## src/rtl/fc_score_pkg.sv

```systemverilog
// fc_score_pkg: shared FSM encoding, csel codes, and Q4.16 sizing for the FC score stage
package fc_score_pkg;
  localparam int N_FEAT = 2048;
  localparam int N_OUT = 2;
  localparam int DATA_W = 20;
  localparam int ACC_W = 52;
  localparam int FRAC = 16;
  localparam int O_W = N_OUT > 1 ? $clog2(N_OUT) : 1;
  localparam logic [2:0] SEL_IN = 3'd5;
  localparam logic [2:0] SEL_OUT = 3'd6;
  typedef enum logic [2:0] {IDLE, CLEAR, MAC, BIAS, WRITE, DONE} state_t;
endpackage

```

## src/rtl/fc_score_if.sv

```systemverilog
// fc_score_if: start/status, feature read, weight ROM and score write signals; slave = fc_score, master = driver
interface fc_score_if;
  import fc_score_pkg::*;
  logic start, busy, done, crd, cwr, class_idx;
  logic [11:0] caddr_rd, caddr_wr;
  logic [12:0] waddr;
  logic signed [DATA_W-1:0] cdata_rd, wdata, cdata_wr;
  logic [2:0] csel;
  modport master (output start, cdata_rd, wdata,
                  input busy, done, crd, cwr, class_idx, caddr_rd, caddr_wr, waddr, cdata_wr, csel);
  modport slave (input start, cdata_rd, wdata,
                 output busy, done, crd, cwr, class_idx, caddr_rd, caddr_wr, waddr, cdata_wr, csel);
endinterface

```

## src/rtl/fc_score_mac.sv

```systemverilog
// fc_mac: signed multiply-accumulate with clear/add/bias controls; score = sat20((acc + 2^15) >>> 16)
module fc_mac import fc_score_pkg::*; (
  input  logic clk,
  input  logic reset,
  input  logic clear,
  input  logic add,
  input  logic bias,
  input  logic signed [DATA_W-1:0] a,
  input  logic signed [DATA_W-1:0] b,
  output logic signed [DATA_W-1:0] score
);
  localparam logic signed [ACC_W-1:0] SMAX = ACC_W'(2 ** (DATA_W - 1) - 1);
  localparam logic signed [ACC_W-1:0] SMIN = -SMAX - 1;
  logic signed [ACC_W-1:0] acc, rnd;
  logic signed [2*DATA_W-1:0] prod;
  assign prod = a * b;
  always_ff @(posedge clk or negedge reset)
    if (!reset) acc <= '0;
    else if (clear) acc <= '0;
    else if (add) acc <= acc + ACC_W'(prod);
    else if (bias) acc <= acc + (ACC_W'(b) <<< FRAC);
  assign rnd = (acc + (ACC_W'(1) <<< (FRAC - 1))) >>> FRAC;
  assign score = rnd > SMAX ? DATA_W'(SMAX) : rnd < SMIN ? DATA_W'(SMIN) : rnd[DATA_W-1:0];
endmodule

```

## src/rtl/fc_score.sv

```systemverilog
// fc_score: FC output stage, N_OUT dot products + bias, rounded/saturated scores and argmax class
module fc_score import fc_score_pkg::*; (
  input logic clk,
  input logic reset,
  fc_score_if.slave bus
);
  state_t state, nxt;
  logic [11:0] i;
  logic [O_W-1:0] o;
  logic signed [DATA_W-1:0] best, score;
  logic [O_W-1:0] cls;
  fc_mac u_mac (
    .clk(clk), .reset(reset),
    .clear(state == CLEAR), .add(state == MAC), .bias(state == BIAS),
    .a(bus.cdata_rd), .b(bus.wdata), .score(score)
  );
  always_ff @(posedge clk or negedge reset)
    if (!reset) state <= IDLE;
    else state <= nxt;
  always_comb
    nxt = state == IDLE  ? (bus.start ? CLEAR : IDLE) :
          state == CLEAR ? MAC :
          state == MAC   ? (i == 12'(N_FEAT - 1) ? BIAS : MAC) :
          state == BIAS  ? WRITE :
          state == WRITE ? (o == O_W'(N_OUT - 1) ? DONE : CLEAR) : IDLE;
  always_ff @(posedge clk or negedge reset)
    if (!reset) begin
      i <= '0;
      o <= '0;
      best <= '0;
      cls <= '0;
    end else begin
      i <= state == CLEAR ? 12'd0 : state == MAC ? i + 12'd1 : i;
      o <= state == IDLE ? '0 : state == WRITE ? o + 1'b1 : o;
      // strict '>' keeps the lower index on ties
      if (state == WRITE && (o == '0 || score > best)) begin
        best <= score;
        cls <= o;
      end
    end
  always_comb begin
    bus.busy = state != IDLE;
    bus.done = state == DONE;
    bus.crd = state == MAC;
    bus.cwr = state == WRITE;
    bus.caddr_rd = state == MAC ? i : 12'd0;
    bus.waddr = state == MAC  ? 13'(o) * 13'(N_FEAT) + 13'(i) :
                state == BIAS ? 13'(N_OUT * N_FEAT) + 13'(o) : 13'd0;
    bus.caddr_wr = state == WRITE ? 12'(o) : 12'd0;
    bus.cdata_wr = state == WRITE ? score : '0;
    bus.csel = state == MAC ? SEL_IN : state == WRITE ? SEL_OUT : 3'd0;
    bus.class_idx = cls[0];
  end
endmodule

```

## src/flat_wrapper.sv

```systemverilog
// flat-port wrapper written by rule: the top's interface ports become plain ports
module fc_score_flat import fc_score_pkg::*;
  (clk, reset, bus_start, bus_cdata_rd, bus_wdata, bus_busy, bus_done, bus_crd, bus_cwr, bus_class_idx, bus_caddr_rd, bus_caddr_wr, bus_waddr, bus_cdata_wr, bus_csel);
  fc_score_if bus_i ();
  input logic clk;
  input logic reset;
  input wire logic [$bits(bus_i.start)-1:0] bus_start;
  input wire logic [$bits(bus_i.cdata_rd)-1:0] bus_cdata_rd;
  input wire logic [$bits(bus_i.wdata)-1:0] bus_wdata;
  output wire logic [$bits(bus_i.busy)-1:0] bus_busy;
  output wire logic [$bits(bus_i.done)-1:0] bus_done;
  output wire logic [$bits(bus_i.crd)-1:0] bus_crd;
  output wire logic [$bits(bus_i.cwr)-1:0] bus_cwr;
  output wire logic [$bits(bus_i.class_idx)-1:0] bus_class_idx;
  output wire logic [$bits(bus_i.caddr_rd)-1:0] bus_caddr_rd;
  output wire logic [$bits(bus_i.caddr_wr)-1:0] bus_caddr_wr;
  output wire logic [$bits(bus_i.waddr)-1:0] bus_waddr;
  output wire logic [$bits(bus_i.cdata_wr)-1:0] bus_cdata_wr;
  output wire logic [$bits(bus_i.csel)-1:0] bus_csel;
  assign bus_i.start = bus_start;
  assign bus_i.cdata_rd = bus_cdata_rd;
  assign bus_i.wdata = bus_wdata;
  assign bus_busy = bus_i.busy;
  assign bus_done = bus_i.done;
  assign bus_crd = bus_i.crd;
  assign bus_cwr = bus_i.cwr;
  assign bus_class_idx = bus_i.class_idx;
  assign bus_caddr_rd = bus_i.caddr_rd;
  assign bus_caddr_wr = bus_i.caddr_wr;
  assign bus_waddr = bus_i.waddr;
  assign bus_cdata_wr = bus_i.cdata_wr;
  assign bus_csel = bus_i.csel;
  fc_score u_core (.clk(clk), .reset(reset), .bus(bus_i));
endmodule
```

## config.mk

```make
export PLATFORM = sky130hd
export DESIGN_NAME = fc_score_flat
export DESIGN_NICKNAME = d
export VERILOG_FILES = /design/src/rtl/fc_score_pkg.sv /design/src/rtl/fc_score_if.sv /design/src/rtl/fc_score_mac.sv /design/src/rtl/fc_score.sv /design/src/flat_wrapper.sv
export SDC_FILE = /design/constraint.sdc
export NUM_CORES = 2
export LEC_CHECK = 0
export ABC_AREA = 0
export CORE_ASPECT_RATIO = 0.7
export CORE_UTILIZATION = 45
export CTS_CLUSTER_DIAMETER = 40
export DETAILED_ROUTE_END_ITERATION = 8
export PLACE_DENSITY = 0.69
export SETUP_SLACK_MARGIN = 0.4
export SYNTH_ARGS = -nofsm -noshare
export SYNTH_HDL_FRONTEND = slang
export SYNTH_SLANG_ARGS = --single-unit
```

## constraint.sdc

```tcl
create_clock -name clk -period 17.15 [get_ports clk]
set_input_delay 3.43 -clock clk [delete_from_list [all_inputs] [get_ports clk]]
set_output_delay 3.43 -clock clk [all_outputs]
set_load 0.1 [all_outputs]
```

Yosys cells after proc, flatten, opt, wreduce, memory -nomap -nowiden
Index checks and enable logic that the tools add are counted.
Cells by class
  $add $sub $neg: 7
  eq/ne operators: 6
  mux-type cells: 24
  order comparisons: 3
  reductions and logical operators: 7
  multipliers: 1
  bitwise gates (word level): 1
Operators by type and width (number)
  52-bit two-way mux: 3
  20-bit two-way mux: 3
  52-bit by 17-bit adder with 52-bit output, second input constant: 1
  52-bit by 36-bit adder with 52-bit output: 1
  52-bit by 40-bit adder with 52-bit output: 1
  20-bit by 20-bit multiplier with 40-bit output: 1
  36-bit by 20-bit > comparator with 1-bit output, second input constant: 1
  36-bit by 20-bit less-than comparator with 1-bit output, second input constant: 1
  12-bit two-way mux: 3
  13-bit two-way mux: 2
  3-bit two-way mux: 8
  20-bit > comparator: 1
  12-bit by 12-bit adder with 13-bit output: 1
  13-bit by 1-bit adder with 13-bit output, first input constant: 1
  12-bit by 1-bit adder with 12-bit output, second input constant: 1
  12-bit by 11-bit == test with 1-bit output, second input constant: 1
  3-bit by 2-bit == test with 1-bit output, second input constant: 2
  3-bit == test, second input constant: 2
  3-bit nonzero test: 2
  1-bit two-way mux: 5
  2-bit nonzero test: 2
  3-bit by 1-bit == test with 1-bit output, second input constant: 1
  3-bit zero test: 1
  1-bit adder, second input constant: 1
  other kinds (3): 3
Word-level totals
  logic and storage cells: 55
  output and inout bits: 65
  bits of input ports: 43
  register bits: 89

Longest topological paths before layout
  word-level depth: 7
  gate-level depth with buffers: 28
  depth with buffers taken out: 26

By module
From an unflattened synthesis, not the netlist that was laid out.
Second synthesis, totals
  cells, all modules: 3173
  area, all modules: 27795.4 um^2
Modules (own cells, without submodules)
  fc_mac: cells an instance 2900, area an instance 25259.2 um^2, seq. area each 1301.2 um^2, instances 1
  fc_score: cells an instance 273, area an instance 2536.2 um^2, seq. area each 925.9 um^2, instances 1

Worst setup path after synthesis
No wires, ideal clock.
  kind: input to register
  start: in bus_wdata[0]
  end: reg u_core.u_mac.acc[48]
  path buffers: 1
  setup time: 0.133 ns
  data required time: 17.017 ns
  path slack: 5.882 ns
  arrival time: 11.134 ns
  stages on the path: 25
  path through: clkbuf_1 > nand2_1 > inv_1 > fa_1 > inv_1 > fa_1 > fa_1 > inv_1 > fa_1 > fa_1 > fa_1 > inv_1 > fa_1 > inv_1 > ha_1 > a21oi_1 > o21ai_0 > nor2b_1 > a211oi_1 > a21oi_1 > o41ai_2 > a22oi_1 > a221oi_1 > xor2_1 > o21ai_0
Between the ends
  word-level cells in the longest chain between the ends: 4
  elaborated cells between the ends (all ways): 6
  those cells by class: 2 x add/sub; 1 x mul; 3 x mux
RTL lines
  start, declared: RTL line flat_wrapper.sv:9  | input wire logic [$bits(bus_i.wdata)-1:0] bus_wdata;
  20-bit by 20-bit multiplier with 40-bit output or 52-bit by 36-bit adder with 52-bit output (tied branches): RTL line fc_score_mac.sv:16, fc_score_mac.sv:21
  52-bit by 40-bit adder with 52-bit output or 52-bit two-way mux (tied branches): RTL line fc_score_mac.sv:20, fc_score_mac.sv:21
  52-bit two-way mux *: RTL line fc_score_mac.sv:20  | else if (add) acc <= acc + ACC_W'(prod);
  52-bit two-way mux *: RTL line fc_score_mac.sv:19  | else if (clear) acc <= '0;
  end signal, assigned: RTL line fc_score_mac.sv:20
  end signal, assigned: RTL line fc_score_mac.sv:21  | else if (bias) acc <= acc + (ACC_W'(b) <<< FRAC);
  end, declared: RTL line fc_score_mac.sv:14  | logic signed [ACC_W-1:0] acc, rnd;
Mark *: on every way between the ends. The rest lies on a longest branch, timed or not. The select of a mux whose other input is x is not followed.
A chain may end at the register's enable or synchronous reset.

Worst setup path in the final report
  start: in bus_wdata[2]
  end: reg u_core.u_mac.acc[47]
The elaborated chain is that of the path after synthesis.

==> run summary <==
Run status: complete, no violations
Rows: 75
Die area: 61800 µm²
Fin. max-slew vios: 0
Vias in the first global route: 20800
Die height: 208 µm
R2R Path End: u_core.u_mac.acc[47]
Hold Fails Final Rpt: 0
Hold_buf cts: 0
Drt wl/cell: 17.6 µm
Initial Util: 45.6%
First-pass GRT wire length: 117000 µm
Clk slew on worst S/H paths: 0.07 ns
Fin Clk Skew: 0.00762 ns
Ys Warns: 0
Synth Instances: 3149
Multiplexer share of the synthesized area: 0.928%
Hold path endpoint: u_core.i[9]
Critical path peak fanout: 24
Unrepaired setup endpoints after global routing: false
Worst path max stage delay: 1.08 ns
EDFF count, synth: 0
CP max-delay cell: clkdlybuf4s50_1
Max H-tree Level: 3
TritonCTS buffer count: 9
Total Routed Length: 69900 µm
Hold depth: 1
Post-CTS Setup Inserts: 0
Max Fclk: 83.5 MHz
# DRC: 0
Post-synthesis share of cell area spent on xor and xnor gates: 3.42%
Min-Delay Path Class: register to register
Area growth syn-to-layout: 6.91%
Reg-to-Reg Start: u_core.u_mac.acc[22]
Top FF cell, synth: dfrtp_1
Crit path DAT: 12.23 ns
Post-route setup TNS: 0 ns
Clk sink count: 89
Period utilization: 69.9%
Compound-cell area share of the yosys netlist: 9.89%
Adder-Cell Fraction of Synth Area: 49.7%
Vias per inst: 5.20
R2r setup slk: 9.61 ns
Crit end category: register
Yosys reg bits: 89
Post-synth top area cell: fa_1
Fin crit period: 11.98 ns
Worst slew margin: 23.0%
Critical Path Most Common Cell: fa_1
Top cells by area, synth: fa_1, inv_1, ha_1
CP Cell Sequence: clkdlybuf4s50_1 -> nand2_1 -> fa_1 -> fa_2 -> buf_4 -> inv_1 -> fa_1 -> fa_1 -> fa_1 -> fa_1 -> inv_1 -> fa_1 -> inv_1 -> ha_1 -> nand2_1 -> o21ai_0 -> o211ai_1 -> a31o_2 -> a21oi_1 -> a31oi_1 -> o31ai_1 -> xor2_1 -> a221o_1
Seq/Total Area, Yosys: 8.14%
Core area: 60000 µm²
Layout Nets: 3954
Count of different cell masters after synthesis: 79
DRT iter0 DRCs: 1698
Skew-Pair Late Insertion Delay: 0.36 ns
Post-Synth Simple-Gate Area: 14.0%
Detail Route Antenna Nets: 0
Slew @ Worst Pin: 1.15 ns
CTS resizes: 0
Crit path required time: 17.40 ns
Layout cells sized above 1: 2.85%
I/O Pins: 108
Final setup fails: 0
Via Count: 20600
Root Driver: clkbuf_16
Congestion Overflow GR: 0
# diodes: 0
CP startpoint kind: input port
Clock tree buffer depth: 2
Final HPWL DP: 58300 µm
GP Congestion: 0.928
Synthesized area per cell: 8.69 µm²
Synthesized area: 27400 µm²
FFs w/ async S/R, synth: 100%
Die Width: 297 µm
Initial antenna violation count: 0
IO buf count: 96
Largest net degree at the start of global routing: 50
Largest family of logic cells by synthesized area: adder cells
Max cap viols: 0
TritonRoute pass-1 iters: 5
Share of the synthesized area in the top cell type: 40.0%
TritonCTS clock tree: yes
R2R depth: 24
Worst Min Path Start: u_core.i[9]
WS Path Type: input port to register
Total global-route track usage: 23.7%
## synthesized netlist by cell type, types with 9 or more instances
| library cell | n |
|---|---|
| a211oi_1 | 10 |
| a21o_1 | 42 |
| a21oi_1 | 95 |
| a22oi_1 | 17 |
| a31oi_1 | 14 |
| and2_1 | 222 |
| and3_1 | 10 |
| buf_4 | 22 |
| clkbuf_1 | 108 |
| dfrtp_1 | 89 |
| fa_1 | 547 |
| ha_1 | 211 |
| inv_1 | 852 |
| mux2_2 | 19 |
| nand2_1 | 282 |
| nand2b_1 | 21 |
| nand3_1 | 43 |
| nand4_1 | 22 |
| nor2_1 | 87 |
| nor2b_1 | 11 |
| nor3_1 | 17 |
| o211ai_1 | 15 |
| o21a_1 | 13 |
| o21ai_0 | 104 |
| o21ai_1 | 9 |
| o21ai_2 | 9 |
| o22ai_1 | 14 |
| o31ai_1 | 9 |
| xnor2_1 | 76 |
| xor2_1 | 29 |
## metal layers
layer | GRT usage (%) | part of all wire, % | wire length [µm]
met2 | 32.6 | 40 | 27900
met4 | 2.64 | 0.67 | 470
met5 | 0 | 0 | 0
met1 | 38.2 | 50 | 35000
met3 | 5.65 | 9.3 | 6520
## cell usage in the layout (no fill, tap or decap), drive strengths merged, types with 15 or more instances in the layout
cell | synthesis | final
inv | 853 | 854
fa | 547 | 547
nand2 | 282 | 282
and2 | 223 | 223
ha | 211 | 211
o21ai | 122 | 122
a21oi | 95 | 95
clkdlybuf4s50 | 0 | 95
dfrtp | 89 | 89
nor2 | 87 | 87
xnor2 | 77 | 77
nand3 | 44 | 44
a21o | 42 | 42
xor2 | 29 | 29
buf | 32 | 28
nand4 | 23 | 23
nand2b | 21 | 21
mux2 | 19 | 19
nor3 | 18 | 18
a22oi | 17 | 17
o211ai | 15 | 15
## state kept, by name, summed over array words and instances (netlist names)
register	flops
u_core.o	1
u_core.best	20
u_core.i	12
u_core.state	3
u_core.bus.class_idx	1
u_core.u_mac.acc	52
## worst max-delay path: cells and delay by family
kind | cells | cell delay [ns]
AOI/OAI and AO/OA | 7 | 2.36
and+or+nand+nor | 2 | 0.41
adders and majority gates | 8 | 4.12
buffers and inverters | 5 | 1.74
xor gates and xnor gates | 1 | 0.12
## area by class of cell
| type | instances | area [µm²] |
|---|---|---|
| Fill cell | 5697 | 30700 |
| Inverter | 854 | 3210 |
| Timing Repair Buffer | 123 | 1160 |
| Clock buffer | 11 | 233 |
| Sequential cell | 89 | 2230 |
| Multi-Input combinational cell | 2076 | 21400 |
| Clock inverter | 5 | 65.1 |
| Tap cell | 808 | 1010 |
## cell families after synthesis
family          Yosys count
xor+xnor                106
fa+ha+maj               758
other cells               1
simple gates            758
mux                      23
buf+inv                 994
flops                    89
compound gates          420
## through the flow
stage / hold slack, ns / setup WS (ns) / instance area (µm²) / util (%) / cells
finish: 0.499 / 5.17 / 29300 / 48.8 / 3966
global route: 0.519 / 4.68 / 29300 / 48.8 / 3966
CTS: 0.499 / 5.31 / 29300 / 48.8 / 3966
detailed placement: 0.490 / 4.95 / 29000 / 48.3 / 3950
global placement: 0.488 / 4.93 / 29000 / 48.3 / 3950
floorplan: 0.462 / 5.88 / 27400 / - / 3159
## how the worst max path moves through the flow
stage | startpoint | endpoint | slack (ns) | cells past startpoint
2_1_floorplan | bus_wdata[0] | u_core.u_mac.acc[48] | 5.88 | 25
3_3_place_gp | bus_wdata[2] | u_core.u_mac.acc[49] | 4.93 | 23
3_5_place_dp | bus_wdata[0] | u_core.u_mac.acc[48] | 4.95 | 26
4_1_cts | bus_wdata[0] | u_core.u_mac.acc[48] | 5.31 | 26
5_1_grt | bus_wdata[0] | u_core.u_mac.acc[48] | 4.68 | 26
6_report | bus_wdata[2] | u_core.u_mac.acc[47] | 5.17 | 23
Power is left out: the tool's default activity adds up to more than one toggle a clock period on the data nets, which glitch-free logic cannot reach.
